**config.mk**
```make
export PLATFORM = sky130hd
export DESIGN_NAME = dispensador_billetes_flat
export DESIGN_NICKNAME = d
export VERILOG_FILES = /design/src/rtl/dispensador_billetes_if.sv /design/src/rtl/dispensador_billetes.sv /design/src/flat_wrapper.sv
export SDC_FILE = /design/constraint.sdc
export NUM_CORES = 1
export LEC_CHECK = 0
export BUFFER_PORTS_ARGS = -buffer_cell sky130_fd_sc_hd__buf_4
export CAP_MARGIN = 20
export CORE_MARGIN = 1.5
export CORE_UTILIZATION = 50
export DETAILED_ROUTE_END_ITERATION = 7
export PLACE_DENSITY = 0.7
export SLEW_MARGIN = 25
export SYNTH_ARGS = -nofsm -noshare
export SYNTH_HDL_FRONTEND = slang
export SYNTH_SLANG_ARGS = --single-unit
export TNS_END_PERCENT = 10
```
**constraint.sdc**
```tcl
create_clock -name clk -period 13.62 [get_ports clk]
set_clock_uncertainty 0.05 [all_clocks]
set_input_delay 2.043 -clock clk [delete_from_list [all_inputs] [get_ports clk]]
set_output_delay 2.043 -clock clk [all_outputs]
set_load 0.01 [all_outputs]
```
**src/rtl/dispensador_billetes_if.sv**
```systemverilog
// Signal bundle between the ATM controller / dispensing mechanism and the bill
// dispenser sequencer. The sequencer uses the slave view.
interface dispensador_billetes_if;
   logic        entregar_dinero;
   logic [31:0] monto;
   logic        billete_ok;
   logic        atasco;
   logic        expulsar;
   logic [2:0]  denominacion;
   logic        ocupado;
   logic        dispensado_ok;
   logic        error_monto;
   logic        error_atasco;
   logic [7:0]  cuenta_billetes;

   modport master (
      output entregar_dinero, monto, billete_ok, atasco,
      input  expulsar, denominacion, ocupado, dispensado_ok,
             error_monto, error_atasco, cuenta_billetes
   );

   modport slave (
      input  entregar_dinero, monto, billete_ok, atasco,
      output expulsar, denominacion, ocupado, dispensado_ok,
             error_monto, error_atasco, cuenta_billetes
   );
endinterface

```
**src/rtl/dispensador_billetes.sv**
```systemverilog
// Cash-dispenser sequencer: splits a withdrawal greedily into bills, ejects them
// one at a time and reports completion, an invalid amount or a mechanism jam.
module dispensador_billetes #(
   parameter int unsigned MAX_MONTO = 32'd400000,
   parameter int unsigned TIMEOUT   = 32'd16
) (
   input logic                   clk,
   input logic                   rst,
   dispensador_billetes_if.slave bus
);
   typedef enum logic [2:0] {
      IDLE        = 3'd0,
      VALIDAR     = 3'd1,
      SELECCIONAR = 3'd2,
      EXPULSAR    = 3'd3,
      ESPERAR_ACK = 3'd4,
      FIN         = 3'd5,
      ERROR       = 3'd6,
      BLOQUEADO   = 3'd7
   } estado_t;

   localparam logic [7:0] TIMEOUT_LAST = 8'(TIMEOUT - 32'd1);

   estado_t     state_r;
   estado_t     state_s;
   logic [31:0] restante_r;
   logic [2:0]  denominacion_r;
   logic [7:0]  cuenta_r;
   logic [7:0]  timeout_r;
   logic [31:0] restante_next_s;
   logic        monto_invalido_s;

   function automatic logic [31:0] valor_billete(input logic [2:0] code);
      logic [31:0] valor;
      case (code)
         3'd4:    valor = 32'd20000;
         3'd3:    valor = 32'd10000;
         3'd2:    valor = 32'd5000;
         3'd1:    valor = 32'd2000;
         default: valor = 32'd1000;
      endcase
      return valor;
   endfunction

   // Largest bill not exceeding the amount; validation guarantees at least 1000.
   function automatic logic [2:0] mayor_billete(input logic [31:0] importe);
      logic [2:0] code;
      if (importe >= 32'd20000)      code = 3'd4;
      else if (importe >= 32'd10000) code = 3'd3;
      else if (importe >= 32'd5000)  code = 3'd2;
      else if (importe >= 32'd2000)  code = 3'd1;
      else                           code = 3'd0;
      return code;
   endfunction

   assign restante_next_s  = restante_r - valor_billete(denominacion_r);
   assign monto_invalido_s = (restante_r == 32'd0)
                          || ((restante_r % 32'd1000) != 32'd0)
                          || (restante_r > MAX_MONTO);

   // State register.
   always_ff @(posedge clk) begin
      if (!rst) state_r <= IDLE;
      else      state_r <= state_s;
   end

   // Next-state logic; the ESPERAR_ACK branches follow jam > ack > timeout priority.
   always_comb begin
      state_s = state_r;
      case (state_r)
         IDLE: begin
            if (bus.entregar_dinero) state_s = VALIDAR;
            else                     state_s = IDLE;
         end
         VALIDAR: begin
            if (monto_invalido_s) state_s = ERROR;
            else                  state_s = SELECCIONAR;
         end
         SELECCIONAR: state_s = EXPULSAR;
         EXPULSAR:    state_s = ESPERAR_ACK;
         ESPERAR_ACK: begin
            if (bus.atasco)                      state_s = BLOQUEADO;
            else if (bus.billete_ok) begin
               if (restante_next_s == 32'd0)     state_s = FIN;
               else                              state_s = SELECCIONAR;
            end
            else if (timeout_r == TIMEOUT_LAST)  state_s = BLOQUEADO;
            else                                 state_s = ESPERAR_ACK;
         end
         FIN:       state_s = IDLE;
         ERROR:     state_s = IDLE;
         BLOQUEADO: state_s = BLOQUEADO;
         default:   state_s = IDLE;
      endcase
   end

   // Amount, bill selection, delivered-bill count and ack timeout registers.
   always_ff @(posedge clk) begin
      if (!rst) begin
         restante_r     <= 32'd0;
         denominacion_r <= 3'd0;
         cuenta_r       <= 8'd0;
         timeout_r      <= 8'd0;
      end else begin
         case (state_r)
            IDLE: begin
               if (bus.entregar_dinero) begin
                  restante_r <= bus.monto;
                  cuenta_r   <= 8'd0;
               end
            end
            SELECCIONAR: begin
               denominacion_r <= mayor_billete(restante_r);
               timeout_r      <= 8'd0;
            end
            ESPERAR_ACK: begin
               if (!bus.atasco && bus.billete_ok) begin
                  restante_r <= restante_next_s;
                  cuenta_r   <= cuenta_r + 8'd1;
               end else if (!bus.atasco && (timeout_r != TIMEOUT_LAST)) begin
                  timeout_r <= timeout_r + 8'd1;
               end
            end
            default: begin
               restante_r <= restante_r;
            end
         endcase
      end
   end

   // Moore output decode from the registered state.
   always_comb begin
      bus.expulsar        = 1'b0;
      bus.dispensado_ok   = 1'b0;
      bus.error_monto     = 1'b0;
      bus.error_atasco    = 1'b0;
      bus.ocupado         = 1'b1;
      bus.denominacion    = denominacion_r;
      bus.cuenta_billetes = cuenta_r;
      case (state_r)
         IDLE:      bus.ocupado = 1'b0;
         EXPULSAR:  bus.expulsar = 1'b1;
         FIN:       bus.dispensado_ok = 1'b1;
         ERROR:     bus.error_monto = 1'b1;
         BLOQUEADO: begin
            bus.error_atasco = 1'b1;
            bus.ocupado      = 1'b0;
         end
         default:   bus.ocupado = 1'b1;
      endcase
   end
endmodule

```
**src/flat_wrapper.sv**
```systemverilog
// flat-port wrapper written by rule: the top's interface ports become plain ports
module dispensador_billetes_flat 
#(
   parameter int unsigned MAX_MONTO = 32'd400000,
   parameter int unsigned TIMEOUT   = 32'd16
)
  (clk, rst, bus_entregar_dinero, bus_monto, bus_billete_ok, bus_atasco, bus_expulsar, bus_denominacion, bus_ocupado, bus_dispensado_ok, bus_error_monto, bus_error_atasco, bus_cuenta_billetes);
  dispensador_billetes_if bus_i ();
  input logic clk;
  input logic rst;
  input wire logic [$bits(bus_i.entregar_dinero)-1:0] bus_entregar_dinero;
  input wire logic [$bits(bus_i.monto)-1:0] bus_monto;
  input wire logic [$bits(bus_i.billete_ok)-1:0] bus_billete_ok;
  input wire logic [$bits(bus_i.atasco)-1:0] bus_atasco;
  output wire logic [$bits(bus_i.expulsar)-1:0] bus_expulsar;
  output wire logic [$bits(bus_i.denominacion)-1:0] bus_denominacion;
  output wire logic [$bits(bus_i.ocupado)-1:0] bus_ocupado;
  output wire logic [$bits(bus_i.dispensado_ok)-1:0] bus_dispensado_ok;
  output wire logic [$bits(bus_i.error_monto)-1:0] bus_error_monto;
  output wire logic [$bits(bus_i.error_atasco)-1:0] bus_error_atasco;
  output wire logic [$bits(bus_i.cuenta_billetes)-1:0] bus_cuenta_billetes;
  assign bus_i.entregar_dinero = bus_entregar_dinero;
  assign bus_i.monto = bus_monto;
  assign bus_i.billete_ok = bus_billete_ok;
  assign bus_i.atasco = bus_atasco;
  assign bus_expulsar = bus_i.expulsar;
  assign bus_denominacion = bus_i.denominacion;
  assign bus_ocupado = bus_i.ocupado;
  assign bus_dispensado_ok = bus_i.dispensado_ok;
  assign bus_error_monto = bus_i.error_monto;
  assign bus_error_atasco = bus_i.error_atasco;
  assign bus_cuenta_billetes = bus_i.cuenta_billetes;
  dispensador_billetes #(.MAX_MONTO(MAX_MONTO), .TIMEOUT(TIMEOUT)) u_core (.clk(clk), .rst(rst), .bus(bus_i));
endmodule
```
==> flow_summary.html <==
<table>
<tr><th>Metric</th><th>Value</th></tr>
<tr><th colspan="2">Run status</th></tr>
<tr><td>Outcome</td><td>finished, violations left</td></tr>
<tr><td>Failing checks</td><td>negative setup slack</td></tr>
<tr><th colspan="2">GRT</th></tr>
<tr><td>Global-route wire length before repair</td><td>61200 µm</td></tr>
<tr><td>Largest net degree at the start of global routing</td><td>60</td></tr>
<tr><td>Overall global routing resource usage</td><td>0.329</td></tr>
<tr><td>Congestion Overflow GR</td><td>0</td></tr>
<tr><td>Vias in the first global route</td><td>12700</td></tr>
<tr><td>Number of antenna violations at the first check in global routing</td><td>0</td></tr>
<tr><th colspan="2">Clock tree</th></tr>
<tr><td>CTS HTree Levels</td><td>2</td></tr>
<tr><td>Total CTS buffers</td><td>5</td></tr>
<tr><td>Bufs on Longest Clock Path</td><td>2</td></tr>
<tr><td>Clk sink count</td><td>54</td></tr>
<tr><td>TritonCTS clock tree</td><td>yes</td></tr>
<tr><td>CTS Root Buffer Type</td><td>sky130_fd_sc_hd__clkbuf_16</td></tr>
<tr><td>Clock latency on the worst-skew pair</td><td>310 ps</td></tr>
<tr><td>Count of hold buffers inserted by post-cts repair</td><td>0</td></tr>
<tr><td>Clock transition at the register clock pins on the worst setup and hold paths after CTS</td><td>80 ps</td></tr>
<tr><th colspan="2">Die</th></tr>
<tr><td>I/O pin total</td><td>53</td></tr>
<tr><td>Die extent in y</td><td>148 µm</td></tr>
<tr><td>Site row count</td><td>52</td></tr>
<tr><td>Area inside the core boundary</td><td>about 0.020 mm²</td></tr>
<tr><td>Initial Utilization</td><td>0.513</td></tr>
<tr><td>Horizontal die dimension</td><td>148 µm</td></tr>
<tr><td>Total die area</td><td>roughly 0.022 mm²</td></tr>
<tr><th colspan="2">Route</th></tr>
<tr><td>Remaining number of nets flagged by the antenna check after routing</td><td>0</td></tr>
<tr><td>Routed wire per std cell</td><td>17.4 µm</td></tr>
<tr><td>Detailed Route Iter0 Violations</td><td>1227</td></tr>
<tr><td>Total iterations of the first detailed-routing run</td><td>6</td></tr>
<tr><td>Final WL</td><td>37600 µm</td></tr>
<tr><td>Remaining DRCs</td><td>0</td></tr>
<tr><td>Via count of the routed design</td><td>between 10000 and 15000</td></tr>
<tr><td>Via/cell ratio</td><td>approximately 6.3</td></tr>
<tr><th colspan="2">Layout</th></tr>
<tr><td>Number of nets in the layout</td><td>approximately 1900</td></tr>
<tr><td>Post-route insts no fill</td><td>between 2000 and 2500</td></tr>
<tr><td>Layout cell share with drive strength beyond 1</td><td>0.377</td></tr>
<tr><td>Number of antenna diodes</td><td>0</td></tr>
<tr><td>Layout overhead on the synthesized area</td><td>43.9%</td></tr>
<tr><td>Fill cells</td><td>between 1500 and 2000</td></tr>
<tr><th colspan="2">Timing</th></tr>
<tr><td>Achievable Freq</td><td>approximately 66 MHz</td></tr>
<tr><td>Final worst hold slack</td><td>422 ps</td></tr>
<tr><td>Unrepaired setup endpoints after global routing</td><td>yes</td></tr>
<tr><td>Worst-case headroom to the max-slew limit</td><td>0.359</td></tr>
<tr><td>Setup-violating endpoint count in the final report</td><td>1</td></tr>
<tr><td>Setup slack after layout</td><td>-1490 ps</td></tr>
<tr><td>Final period utilization</td><td>1.11</td></tr>
<tr><td>Time the final worst path needs with I/O delays and setup</td><td>15110 ps</td></tr>
<tr><td>Final Hold Vio Count</td><td>0</td></tr>
<tr><td>Worst-margin pin slew</td><td>between 900 and 1000 ps</td></tr>
<tr><td>Total negative setup slack</td><td>-1490 ps</td></tr>
<tr><td>Count of pins over their slew limit</td><td>0</td></tr>
<tr><th colspan="2">Logic synthesis</th></tr>
<tr><td>Most frequent cell after synthesis</td><td>sky130_fd_sc_hd__nand2_1</td></tr>
<tr><td>Largest cells by area after synthesis</td><td>sky130_fd_sc_hd__dfxtp_1, sky130_fd_sc_hd__nand2_1, sky130_fd_sc_hd__xnor2_1</td></tr>
<tr><td>Synth unique cells</td><td>between 100 and 150</td></tr>
<tr><td>Post-synthesis area per instance</td><td>7.01 µm²</td></tr>
<tr><td>Leading cell types by count after synthesis</td><td>sky130_fd_sc_hd__nand2_1, sky130_fd_sc_hd__nor2_1, sky130_fd_sc_hd__a21oi_1, sky130_fd_sc_hd__o21ai_0, sky130_fd_sc_hd__nor3_1</td></tr>
<tr><td>Number of nets produced by synthesis</td><td>approximately 1500</td></tr>
<tr><td>Sequential cell area fraction in the yosys report</td><td>0.103</td></tr>
<tr><td>Share of synthesized flip-flops with an asynchronous set or reset</td><td>0</td></tr>
<tr><td>Yosys top cell by area</td><td>sky130_fd_sc_hd__dfxtp_1</td></tr>
<tr><td>Primary FF master, synth</td><td>sky130_fd_sc_hd__dfxtp_1</td></tr>
<tr><td>Count of warnings emitted by yosys</td><td>0</td></tr>
<tr><td>Fraction of synthesized cell area taken by the top area cell type</td><td>0.103</td></tr>
<tr><td>Flip-flop and latch count after synthesis</td><td>54</td></tr>
<tr><td>Netlist area before placement</td><td>0.0105 mm²</td></tr>
<tr><td>Post-synth EDFFs</td><td>0</td></tr>
<tr><td>Cells after Synth</td><td>1496</td></tr>
<tr><th colspan="2">Worst setup path</th></tr>
<tr><td>Max stage delay cell, worst path</td><td>sky130_fd_sc_hd__or4b_4</td></tr>
<tr><td>Peak per-stage delay on the critical path</td><td>590 ps</td></tr>
<tr><td>Most frequent cell on the critical path</td><td>sky130_fd_sc_hd__buf_4</td></tr>
<tr><td>Critical path data arrival time</td><td>around 15000 ps</td></tr>
<tr><td>Crit path kind</td><td>register to register</td></tr>
<tr><td>Worst setup EP type</td><td>register</td></tr>
<tr><td>Worst setup SP type</td><td>register</td></tr>
<tr><td>Maximum net fanout on the critical path</td><td>8</td></tr>
<tr><td>Required time worst endpoint</td><td>13770 ps</td></tr>
<tr><th colspan="2">Place</th></tr>
<tr><td>Final Wtd Congestion</td><td>0.965</td></tr>
<tr><td>Worst slack at placement</td><td>-1750 ps</td></tr>
<tr><td># port buffers</td><td>52</td></tr>
<tr><td>Placed Cells</td><td>2113</td></tr>
<tr><td>Half-perimeter wire length after placement</td><td>27000 µm</td></tr>
<tr><th colspan="2">Flow run</th></tr>
<tr><td>Number of max-cap violations</td><td>0</td></tr>
<tr><th colspan="2">Min path</th></tr>
<tr><td>Hold/Removal Path Class</td><td>register to register</td></tr>
</table>
-- per-stage QoR --
step	util	area (µm²)
floorplan	-	10600
global placement	0.679	13900
detailed placement	0.679	13900
CTS	0.721	14700
global route	0.738	15100
finish	0.738	15100
-- critical path, delay by kind of cell, from the launching register on --
| kind | cells | cell delay [ps] |
|---|---|---|
| AOI/OAI and AO/OA | 36 | 7380 |
| and+or+nand+nor | 11 | 3500 |
| buffers and inverters | 15 | 2470 |
| muxes | 5 | 1190 |
| DFF | 1 | 390 |
-- logic make-up (layout without fill, tap and decap cells) --
| family | Yosys count | after routing | share of synthesized area |
|---|---|---|---|
| AO/OA/AOI/OAI | 542 | 542 | 0.402 |
| XOR/XNOR | 83 | 83 | 0.0701 |
| adder cells (fa/ha/maj) | 22 | 22 | 0.0252 |
| buffers and inverters | 135 | 530 | 0.0547 |
| flip-flops | 54 | 54 | 0.103 |
| multiplexers | 42 | 42 | 0.0437 |
| AND/OR/NAND/NOR | 618 | 618 | 0.301 |
-- cell type report --
cell class	count	area, µm²	share of cell area
sequential	54	1100	0.0730
timing repair buffer	480	3630	0.241
tap	270	338	0.0224
multi-input combinational	1307	9700	0.643
clock inverter	3	28.8	0.00191
inverter	42	158	0.0105
clock buffer	5	125	0.00830
-- routing by layer --
metal,GRT usage,vias up,share of wire
met5,0,-,0
met4,0.0835,0,0.027
li1,-,6510,-
met3,0.0315,102,0.065
met2,0.554,529,0.47
met1,0.450,6406,0.44
-- worst paths after layout --
path                            slack, ps                           endpoint                               start  cells after the start
worst min-delay path                  420  u_core.restante_r[0]$_SDFFE_PN0P_   u_core.restante_r[0]$_SDFFE_PN0P_                      2
worst max-delay path                -1490       u_core.state_r[2]$_SDFF_PN0_  u_core.restante_r[25]$_SDFFE_PN0P_                     67
worst min register to register        420  u_core.restante_r[0]$_SDFFE_PN0P_   u_core.restante_r[0]$_SDFFE_PN0P_                      2
worst max register to register      -1490       u_core.state_r[2]$_SDFF_PN0_  u_core.restante_r[25]$_SDFFE_PN0P_                     67
-- layout by cell type (no fill, tap or decap), types with 8 or more instances in the layout --
cell type / instances
sky130_fd_sc_hd__a211oi_1: 13
sky130_fd_sc_hd__o31a_1: 11
sky130_fd_sc_hd__or2_2: 13
sky130_fd_sc_hd__o21ai_0: 79
sky130_fd_sc_hd__nor2b_1: 14
sky130_fd_sc_hd__a22oi_1: 10
sky130_fd_sc_hd__o211a_1: 13
sky130_fd_sc_hd__nor2_1: 129
sky130_fd_sc_hd__a21boi_0: 12
sky130_fd_sc_hd__inv_1: 37
sky130_fd_sc_hd__nor3_1: 55
sky130_fd_sc_hd__mux2_2: 9
sky130_fd_sc_hd__or3_1: 26
sky130_fd_sc_hd__ha_1: 13
sky130_fd_sc_hd__xnor2_1: 56
sky130_fd_sc_hd__o22ai_1: 9
sky130_fd_sc_hd__xor2_1: 17
sky130_fd_sc_hd__a31oi_1: 21
sky130_fd_sc_hd__a21oi_2: 16
sky130_fd_sc_hd__and3_1: 18
sky130_fd_sc_hd__nand3_1: 58
sky130_fd_sc_hd__a21o_1: 19
sky130_fd_sc_hd__buf_4: 474
sky130_fd_sc_hd__o31ai_1: 8
sky130_fd_sc_hd__nor2_2: 8
sky130_fd_sc_hd__nor4_1: 11
sky130_fd_sc_hd__dfxtp_1: 46
sky130_fd_sc_hd__a21oi_1: 73
sky130_fd_sc_hd__nand2b_1: 12
sky130_fd_sc_hd__o21ai_1: 15
sky130_fd_sc_hd__o21a_1: 16
sky130_fd_sc_hd__and2_1: 28
sky130_fd_sc_hd__o21bai_1: 10
sky130_fd_sc_hd__a211o_1: 15
sky130_fd_sc_hd__nand4_1: 24
sky130_fd_sc_hd__o211ai_1: 28
sky130_fd_sc_hd__nor3_2: 10
sky130_fd_sc_hd__mux2i_1: 18
sky130_fd_sc_hd__nand2_1: 146
-- timing repair --
item                       in CTS  in global routing
pin swaps                      55                 17
setup endpoints to repair       1                  1
setup buffers                  33                  7
cloned                          0                  0
gates resized for setup       101                 50
-- flip-flops by register name, indices dropped and copies added, names as in the netlist --
name                        flops
u_core.bus.denominacion         3
u_core.bus.cuenta_billetes      8
u_core.timeout_r                8
u_core.restante_r              32
u_core.state_r                  3
Power is not shown: default switching activity piles up to over one toggle a cycle in this logic, so the estimate is an artifact.
